`src/rtl/logic_op_pipe_if.sv`:
```
// logic_op_pipe_if: operand/result handshake bundle for logic_op_pipe.
// Upstream side: in_valid, in_ready, op, a, b.
// Downstream side: out_valid, out_ready, y, y_op (plus y_par when
// LOGIC_OP_PARITY_EN is defined).
// master = the block driving operands and sinking results (bench/system).
// slave  = logic_op_pipe itself.
interface logic_op_pipe_if #(
    parameter int WIDTH = 8
);
    logic             in_valid;
    logic             in_ready;
    logic [2:0]       op;
    logic [WIDTH-1:0] a;
    logic [WIDTH-1:0] b;
    logic             out_valid;
    logic             out_ready;
    logic [WIDTH-1:0] y;
    logic [2:0]       y_op;
`ifdef LOGIC_OP_PARITY_EN
    logic             y_par;
`endif

    modport master (
        output in_valid, op, a, b, out_ready,
`ifdef LOGIC_OP_PARITY_EN
        input  y_par,
`endif
        input  in_ready, out_valid, y, y_op
    );

    modport slave (
        input  in_valid, op, a, b, out_ready,
`ifdef LOGIC_OP_PARITY_EN
        output y_par,
`endif
        output in_ready, out_valid, y, y_op
    );
endinterface

```
`src/rtl/logic_op_pipe.sv`:
```
// logic_op_pipe: 2-stage valid/ready pipeline applying one of eight
// bitwise ops to two WIDTH-bit operands, with a built-in sweep engine
// that replays every op against every replicated 1-bit (a,b) pair.
// Ports: clk, rst (sync, active-high); bus (logic_op_pipe_if.slave:
// in_valid/in_ready/op/a/b upstream, out_valid/out_ready/y/y_op
// downstream); sweep_start in, sweep_busy/sweep_done out.
// Option: define LOGIC_OP_PARITY_EN to add bus.y_par = ^y.
module logic_op_pipe #(
    parameter int WIDTH = 8
) (
    input  logic           clk,
    input  logic           rst,
    logic_op_pipe_if.slave bus,
    input  logic           sweep_start,
    output logic           sweep_busy,
    output logic           sweep_done
);

    typedef enum logic [1:0] {
        IDLE,
        RUN,
        DRAIN,
        DONE
    } state_t;

    state_t           state_q;
    state_t           state_d;
    logic [4:0]       cnt_q;

    logic             s1_valid;
    logic [2:0]       s1_op;
    logic [WIDTH-1:0] s1_a;
    logic [WIDTH-1:0] s1_b;

    logic             out_valid_q;
    logic [WIDTH-1:0] y_q;
    logic [2:0]       y_op_q;
`ifdef LOGIC_OP_PARITY_EN
    logic             y_par_q;
`endif

    logic             adv1;
    logic             adv2;
    logic             src_valid;
    logic [2:0]       src_op;
    logic [WIDTH-1:0] src_a;
    logic [WIDTH-1:0] src_b;
    logic [WIDTH-1:0] res;

    assign adv2 = !out_valid_q || bus.out_ready;
    assign adv1 = !s1_valid || adv2;

    // The start cycle is also blocked so the sweep never interleaves
    // with an operand accepted on the same edge it begins.
    assign bus.in_ready = adv1 && (state_q == IDLE) && !sweep_start;

    assign bus.out_valid = out_valid_q;
    assign bus.y         = y_q;
    assign bus.y_op      = y_op_q;
`ifdef LOGIC_OP_PARITY_EN
    assign bus.y_par     = y_par_q;
`endif

    assign sweep_busy = (state_q != IDLE);
    assign sweep_done = (state_q == DONE);

    // Stage-1 source: sweep counter while running, else external port.
    always_comb begin
        src_valid = bus.in_valid && bus.in_ready;
        src_op    = bus.op;
        src_a     = bus.a;
        src_b     = bus.b;
        if (state_q == RUN) begin
            src_valid = 1'b1;
            src_op    = cnt_q[4:2];
            src_a     = {WIDTH{cnt_q[1]}};
            src_b     = {WIDTH{cnt_q[0]}};
        end
    end

    always_comb begin
        res = '0;
        unique case (s1_op)
            3'd0: res = s1_a & s1_b;
            3'd1: res = s1_a | s1_b;
            3'd2: res = ~(s1_a & s1_b);
            3'd3: res = s1_a ^ s1_b;
            3'd4: res = ~(s1_a | s1_b);
            3'd5: res = ~(s1_a ^ s1_b);
            3'd6: res = ~s1_a;
            3'd7: res = s1_a;
        endcase
    end

    always_comb begin
        state_d = state_q;
        unique case (state_q)
            IDLE: begin
                if (sweep_start) state_d = RUN;
            end
            RUN: begin
                if (adv1 && cnt_q == 5'd31) state_d = DRAIN;
            end
            DRAIN: begin
                if (!s1_valid && !out_valid_q) state_d = DONE;
            end
            DONE: begin
                state_d = IDLE;
            end
            default: state_d = IDLE;
        endcase
    end

    always_ff @(posedge clk) begin
        if (rst) begin
            state_q <= IDLE;
            cnt_q   <= '0;
        end else begin
            state_q <= state_d;
            if (state_q == RUN && adv1) cnt_q <= cnt_q + 5'd1;
        end
    end

    always_ff @(posedge clk) begin
        if (rst) begin
            s1_valid <= 1'b0;
            s1_op    <= '0;
            s1_a     <= '0;
            s1_b     <= '0;
        end else if (adv1) begin
            s1_valid <= src_valid;
            if (src_valid) begin
                s1_op <= src_op;
                s1_a  <= src_a;
                s1_b  <= src_b;
            end
        end
    end

    always_ff @(posedge clk) begin
        if (rst) begin
            out_valid_q <= 1'b0;
            y_q         <= '0;
            y_op_q      <= '0;
`ifdef LOGIC_OP_PARITY_EN
            y_par_q     <= 1'b0;
`endif
        end else if (adv2) begin
            out_valid_q <= s1_valid;
            if (s1_valid) begin
                y_q    <= res;
                y_op_q <= s1_op;
`ifdef LOGIC_OP_PARITY_EN
                y_par_q <= ^res;
`endif
            end
        end
    end

endmodule
```
`src/flat_wrapper.sv`:
```
// flat-port wrapper written by rule: the top's interface ports become plain ports
module logic_op_pipe_flat 
#(
    parameter int WIDTH = 8
)
  (clk, rst, sweep_start, sweep_busy, sweep_done, bus_in_valid, bus_op, bus_a, bus_b, bus_out_ready, bus_in_ready, bus_out_valid, bus_y, bus_y_op);
  logic_op_pipe_if #(.WIDTH(WIDTH)) bus_i ();
  input  logic clk;
  input  logic rst;
  input  logic sweep_start;
  output logic sweep_busy;
  output logic sweep_done;
  input wire logic [$bits(bus_i.in_valid)-1:0] bus_in_valid;
  input wire logic [$bits(bus_i.op)-1:0] bus_op;
  input wire logic [$bits(bus_i.a)-1:0] bus_a;
  input wire logic [$bits(bus_i.b)-1:0] bus_b;
  input wire logic [$bits(bus_i.out_ready)-1:0] bus_out_ready;
  output wire logic [$bits(bus_i.in_ready)-1:0] bus_in_ready;
  output wire logic [$bits(bus_i.out_valid)-1:0] bus_out_valid;
  output wire logic [$bits(bus_i.y)-1:0] bus_y;
  output wire logic [$bits(bus_i.y_op)-1:0] bus_y_op;
  assign bus_i.in_valid = bus_in_valid;
  assign bus_i.op = bus_op;
  assign bus_i.a = bus_a;
  assign bus_i.b = bus_b;
  assign bus_i.out_ready = bus_out_ready;
  assign bus_in_ready = bus_i.in_ready;
  assign bus_out_valid = bus_i.out_valid;
  assign bus_y = bus_i.y;
  assign bus_y_op = bus_i.y_op;
  logic_op_pipe #(.WIDTH(WIDTH)) u_core (.clk(clk), .rst(rst), .bus(bus_i), .sweep_start(sweep_start), .sweep_busy(sweep_busy), .sweep_done(sweep_done));
endmodule
```
`config.mk`:
```
export PLATFORM = sky130hd
export DESIGN_NAME = logic_op_pipe_flat
export DESIGN_NICKNAME = d
export VERILOG_FILES = /design/src/rtl/logic_op_pipe_if.sv /design/src/rtl/logic_op_pipe.sv /design/src/flat_wrapper.sv
export SDC_FILE = /design/constraint.sdc
export NUM_CORES = 1
export LEC_CHECK = 0
export ABC_AREA = 1
export CAP_MARGIN = 15
export CORE_UTILIZATION = 60
export CTS_BUF_LIST = sky130_fd_sc_hd__clkbuf_4
export CTS_CLUSTER_DIAMETER = 50
export DETAILED_ROUTE_END_ITERATION = 16
export PLACE_DENSITY = 0.86
export SYNTH_ARGS = -nofsm -noshare
export SYNTH_HDL_FRONTEND = slang
export SYNTH_SLANG_ARGS = --single-unit
```
`constraint.sdc`:
```
create_clock -name clk -period 2.9 [get_ports clk]
set_input_delay 0.435 -clock clk [delete_from_list [all_inputs] [get_ports clk]]
set_output_delay 0.435 -clock clk [all_outputs]
set_load 0.02 [all_outputs]
```
==> impl_metrics.csv, run 1 <==
group,metric,value,unit
power,netSwitchingFraction,49.4,%
global_routing,gr-total-overflow,0,
worst_setup_path,rrSetupSlack,950,ps
timing,drv_slew,0,
drt,vias_per_cell,5.28,
power,ir_drop,0.000685,V
drt,num_vias,2697,
worst_setup_path,crit_required,2470,ps
die,io_pins,39,
die,die_w,70.8,um
timing,rsz0062_at_grt,"false",
logic_synthesis,ys_ff_latch,39,
drt,dr.pass1.iters,7,
clock_network,cts_setup_buffers,0,
hold_path,holdPathEnd,"u_core.bus.y[2]",
clock_network,worstSkewPairLatency,360,ps
job,maxCapViolCount,0,
final_layout,fin_cells,511,
clock_network,cts-root-buf,"clkbuf_4",
worst_setup_path,crit_path_max_fanout,4,
drt,drc,0,
worst_setup_path,cp-start-kind,"primary input",
logic_synthesis,synth_nets,478,
global_routing,grt_max_degree,32,
power,p_int,1.56,mW
power,switchingPower,1.52,mW
timing,worst-slew-pin-transition,800,ps
drt,postRouteAntennaNets,0,
clock_network,clk_pin_slew_worst_paths,110,ps
hold_path,whs_path_depth,2,
outcome,status,"finished, final reports clean",
timing,fin_crit,2300,ps
global_routing,grt_pass1_vias,2357,
placement,placed_cell_area,3190,um^2
logic_synthesis,synth_mux_area_share,1.19,%
logic_synthesis,syn_area,2840,um^2
drt,routed-wl-met2,2810,um
drt,drtIter0Drc,237,
clock_network,cts_buffer_depth,2,
timing,finalSetupViolations,0,
worst_setup_path,path_cells,"clkdlybuf4s50_1 > inv_2 > nand3_1 > nand3_1 > inv_2 > clkdlybuf4s50_1",
final_layout,n_fill_cell,373,
timing,max_freq,0.436,GHz
worst_setup_path,regToRegEndpoint,"u_core.bus.y[2]",
die,rows,24,
timing,skew,16.3,ps
logic_synthesis,ys.flop_type,"dfxtp_1",
logic_synthesis,synthTopCellsByArea,"dfxtp_1 27%, ha_1 10%, nand2_1 9.1%",
clock_network,post_cts_resized,0,
logic_synthesis,yosysUniqueCellTypes,25,
power,pwr-share-seq,29.4,%
die,die-height,70.8,um
global_routing,grt.total_usage,26.4,%
drt,wl_met3,293,um
power,total_power,3.09,mW
clock_network,cts_hold_buf,0,
timing,relSlewSlack,46.5,%
drt,m1WireLength,3010,um
final_layout,syn2layout_area_growth,15.0,%
hold_path,worst_hold_path_type,"reg -> reg",
logic_synthesis,syn_inst,431,
timing,fin_setup_tns,0,ps
worst_setup_path,r2r-start,"u_core.s1_op[0]",
logic_synthesis,synth_seq_area_share,27.5,%
die,core-area,4440,um^2
logic_synthesis,yosys_warnings,0,
placement,dpl.hpwl,4390,um
logic_synthesis,synth_area_leader_cell,"dfxtp_1",
power,pwr-share-clk,11.8,%
die,initial_core_util,63.9,%
worst_setup_path,arrival,1860,ps
clock_network,cts_max_level,2,
timing,final_hold_viol_count,0,
logic_synthesis,synth-async-reset-ratio,0,%
logic_synthesis,synth_adder_area_share,10.1,%
placement,place_inst,503,
drt,wl_per_cell,12.1,um
logic_synthesis,synth-compound-area-share,13.0,%
power,p_per_area,945,nW/um^2
power,p_comb_share,58.8,%
logic_synthesis,yosysMostFrequentCell,"nand2_1",
clock_network,cts_num_sinks,39,
logic_synthesis,synth_top_area_share,27.5,%
final_layout,stdcell_area,3270,um^2
clock_network,cts_buffers,5,
logic_synthesis,yosys.area_share.simple,33.0,%
worst_setup_path,cp_slowest_cell,"clkdlybuf4s50_1",
power,p_leak,1.58,nW
logic_synthesis,synth_top_family_by_area,"simple AND/OR/NAND/NOR gates",
logic_synthesis,synth_edf_count,0,
logic_synthesis,avgSynthCellArea,6.59,um^2
worst_setup_path,criticalPathCategory,"in -> out",
timing,period_share,79.2,%
worst_setup_path,rr_worst_depth,8,
global_routing,grt_pass1_wl,10700,um
placement,portBuffers,38,
logic_synthesis,synth-xor-area-share,0,%
worst_setup_path,critPathCaptureType,"primary output",
logic_synthesis,synthTopCellsByCount,"69 x nand2_1, 63 x inv_1, 62 x nor2_1",
drt,routed_wl,6160,um
clock_network,tritoncts,"yes",
final_layout,nNetsFinal,505,
drt,route.top_layer_used,"met4",
global_routing,antenna_found_initial,0,
placement,gp_congestion,0.854,
final_layout,diodes,0,
worst_setup_path,critPathMaxStageDelay,600,ps
die,die-area,5010,um^2
final_layout,layout-drive-gt1-share,10.2,%
hold_path,worstHoldStart,"u_core.bus.y[2]",
[kinds of logic after synthesis]
| logic type | Yosys count |
|---|---|
| mux | 3 |
| compound gates | 70 |
| buf+inv | 100 |
| flops | 39 |
| simple gates | 196 |
| fa+ha+maj | 23 |
[worst max path at each step]
stage	startpoint	end	slack, ps
2_1_floorplan	u_core.state_q[1]	u_core.s1_op[1]	1420
3_3_place_gp	bus_out_ready	bus_in_ready	620
3_5_place_dp	bus_out_ready	bus_in_ready	610
4_1_cts	bus_out_ready	bus_in_ready	610
5_1_grt	bus_out_ready	bus_in_ready	550
6_report	bus_out_ready	bus_in_ready	600
[layer usage]
metal,up-vias,global-route usage (%)
li1,1431,-
met1,1193,36.5
met2,68,43.1
met3,5,4.42
met4,0,6.89
met5,-,0
[critical path: cells and delay by family]
family	cells	cell delay [ps]
buffers and inverters	4	1190
and+or+nand+nor	2	240
[layout make-up]
| type | count | area [um^2] | share of cell area [%] |
|---|---|---|---|
| clock buffers | 5 | 37.5 | 1.15 |
| repair buffers | 45 | 433 | 13.3 |
| flip-flops and latches | 39 | 781 | 23.9 |
| clock inverters | 3 | 38.8 | 1.19 |
| multi-input cells | 292 | 1630 | 49.8 |
| well taps | 52 | 65.1 | 1.99 |
| inverters | 75 | 284 | 8.70 |
[registers in the layout, indices dropped and copies added, names as in the netlist]
register              count
u_core.s1_b               8
u_core.s1_valid           1
u_core.s1_a               8
u_core.s1_op              3
u_core.bus.y              8
u_core.state_q            2
u_core.bus.y_op           3
u_core.bus.out_valid      1
u_core.cnt_q              5
[cell usage in the layout, fill, tap and decap left out, types with 11 or more instances in the layout]
cell type and n:
clkdlybuf4s50_1 38, dfxtp_1 39, ha_1 23, inv_1 63, inv_2 11, nand2_1 69
nand3_1 21, nand4_1 21, nor2_1 62, o21ai_0 27, o21ai_1 28
[through the flow]
| step | hold slack [ps] | worst slack [ps] | utilization [%] |
|---|---|---|---|
| CTS | 472 | 606 | 73.5 |
| floorplan | 459 | 1420 | - |
| finish | 471 | 604 | 73.5 |
| global placement | 451 | 624 | 71.8 |
| detailed placement | 455 | 607 | 71.8 |
| global route | 506 | 549 | 73.5 |
[power by group through the flow]
| stage | combinational, mW | sequential [mW] | clock, mW |
|---|---|---|---|
| floorplan | 1.42 | 0.894 | 0 |
| global route | 2.07 | 0.929 | 0.393 |
| global placement | 1.74 | 0.905 | 0 |
| CTS | 1.80 | 0.903 | 0.371 |
| finish | 1.82 | 0.907 | 0.364 |
| detailed placement | 1.79 | 0.915 | 0 |
No activity file was read; power rests on OpenSTA's default activity.
==> run 2: changes to the inputs <==
Settings changed: CORE_UTILIZATION 60 to 52, PLACE_DENSITY 0.86 to 0.79.
Clock period 2.9 ns to 2 ns, I/O delays scaled along.
==> run 2 against run 1 <==
Non-clock buffer count rose by 3. Largest power group unchanged. Combinational power is 45% higher. Via count fell by 1.6%. Setup slack worse by 410 ps. Utilization fell by 9.9 points. Final cell count up 4.1%. Sequential share of layout area fell by 0.17 points. Clock skew fell by 6.4 ps. Hold slack better by 5.2 ps. Flip-flop and latch count is the same.
==> impl_metrics.csv, run 2 (same netlist as run 1, synthesis figures left out) <==
group,metric,value,unit
outcome,status,"finished, final reports clean",
timing,fin_crit,1800,ps
final_layout,layout-drive-gt1-share,11.0,%
worst_setup_path,critPathCaptureType,"primary output",
worst_setup_path,criticalPathCategory,"reg -> out",
final_layout,multi_input_area,1630,um^2
die,die-height,75.9,um
timing,final_hold_viol_count,0,
clock_network,cts-root-buf,"clkbuf_4",
placement,place_ws,70.8,ps
die,rows,26,
power,p_per_area,1330,nW/um^2
worst_setup_path,arrival,1500,ps
clock_network,cts_setup_buffers,0,
clock_network,tritoncts,"yes",
global_routing,grt_max_degree,33,
die,die-area,5760,um^2
power,p_leak,1.59,nW
timing,fin_setup_tns,0,ps
drt,dr.pass1.iters,4,
timing,setup_slack,197,ps
final_layout,final_cell_mix,"69 x nand2_1, 63 x inv_1, 62 x nor2_1, 39 x dfxtp_1, 36 x clkdlybuf4s50_1",
timing,max_freq,0.555,GHz
clock_network,worstSkewPairLatency,330,ps
clock_network,clk_pin_slew_worst_paths,120,ps
timing,finalSetupViolations,0,
clock_network,cts_buffers,5,
worst_setup_path,rr_worst_depth,7,
hold_path,worst_hold_path_type,"reg -> reg",
worst_setup_path,crit_path_max_fanout,4,
hold_path,whs_path_depth,2,
die,core-area,5170,um^2
clock_network,post_cts_resized,2,
drt,routed_wl,6130,um
final_layout,final_common_cell,"nand2_1",
timing,rsz0062_at_grt,"false",
job,maxCapViolCount,0,
timing,drv_slew,0,
timing,worst-slew-pin-transition,482,ps
power,ir_drop,0.000801,V
final_layout,ff_latch_area,781,um^2
timing,skew,9.94,ps
global_routing,grt_pass1_wl,10700,um
die,initial_core_util,54.9,%
clock_network,cts_buffer_depth,2,
global_routing,antenna_found_initial,0,
timing,period_share,90.2,%
worst_setup_path,crit_required,1700,ps
die,die_w,75.9,um
final_layout,nNetsFinal,508,
clock_network,cts_num_sinks,39,
worst_setup_path,cp-start-kind,"register",
global_routing,grt.total_usage,22.1,%
final_layout,syn2layout_area_growth,15.8,%
timing,relSlewSlack,67.8,%
drt,vias_per_cell,4.99,
drt,postRouteAntennaNets,0,
clock_network,cts_hold_buf,0,
placement,dpl.hpwl,4510,um
drt,drc,0,
drt,wl_per_cell,11.5,um
drt,drtIter0Drc,202,
placement,gp_congestion,0.808,
clock_network,cts_max_level,2,
final_layout,n_fill_cell,470,
global_routing,grt_pass1_vias,2447,
final_layout,diodes,0,
global_routing,gr-total-overflow,0,
placement,portBuffers,38,
drt,num_vias,2653,
die,io_pins,39,
[run 2: per-stage QoR]
step	area, um^2	hold slack (ps)	util, %	instances	power (mW)
final	3290	476	63.6	532	4.36
after global routing	3290	504	63.6	532	4.77
after CTS	3290	481	63.6	532	4.37
after detailed placement	3230	463	62.5	524	3.96
after global placement	3230	451	62.5	524	3.85
after floorplan	2840	459	-	431	3.36
[run 2: worst max-delay path: stages, from the launching register on]
cell and delay [ps]:
dfxtp_1 380, inv_1 100, ha_1 230, nand3_1 100, inv_2 40, dlygate4sd2_1 310
[run 2: path summary, 6_finish.rpt]
path / start / endpoint / slack [ps]
worst max-delay path: u_core.state_q[0] / bus_in_ready / 200
worst min-delay path: u_core.bus.y[2] / u_core.bus.y[2] / 480
worst max register to register: u_core.state_q[1] / u_core.s1_op[2] / 280
worst min register to register: u_core.bus.y[2] / u_core.bus.y[2] / 480
[run 2: metal layers]
layer  vias to the layer above  wire, um  global-route usage [%]
li1                       1430         -                       -
met1                      1163      2960                    29.0
met2                        58      2870                    38.3
met3                         2       272                    3.73
met4                         0        24                    4.23
met5                         -         0                       0
[run 2: area by class of cell]
class / count / share of cell area [%]
flip-flops and latches: 39 / 23.7
repair buffers: 48 / 13.8
inverters: 75 / 8.63
multi-input cells: 292 / 49.4
clock inverters: 1 / 0.152
clock buffers: 7 / 1.60
well taps: 70 / 2.66
[run 2: where the power goes]
part           switching, mW  internal (mW)  leakage [nW]  total, mW
clock                  0.254          0.165        0.0361      0.419
sequential             0.252           1.04         0.321       1.30
combinational           1.68          0.969          1.24       2.64
total                   2.18           2.18          1.59       4.36
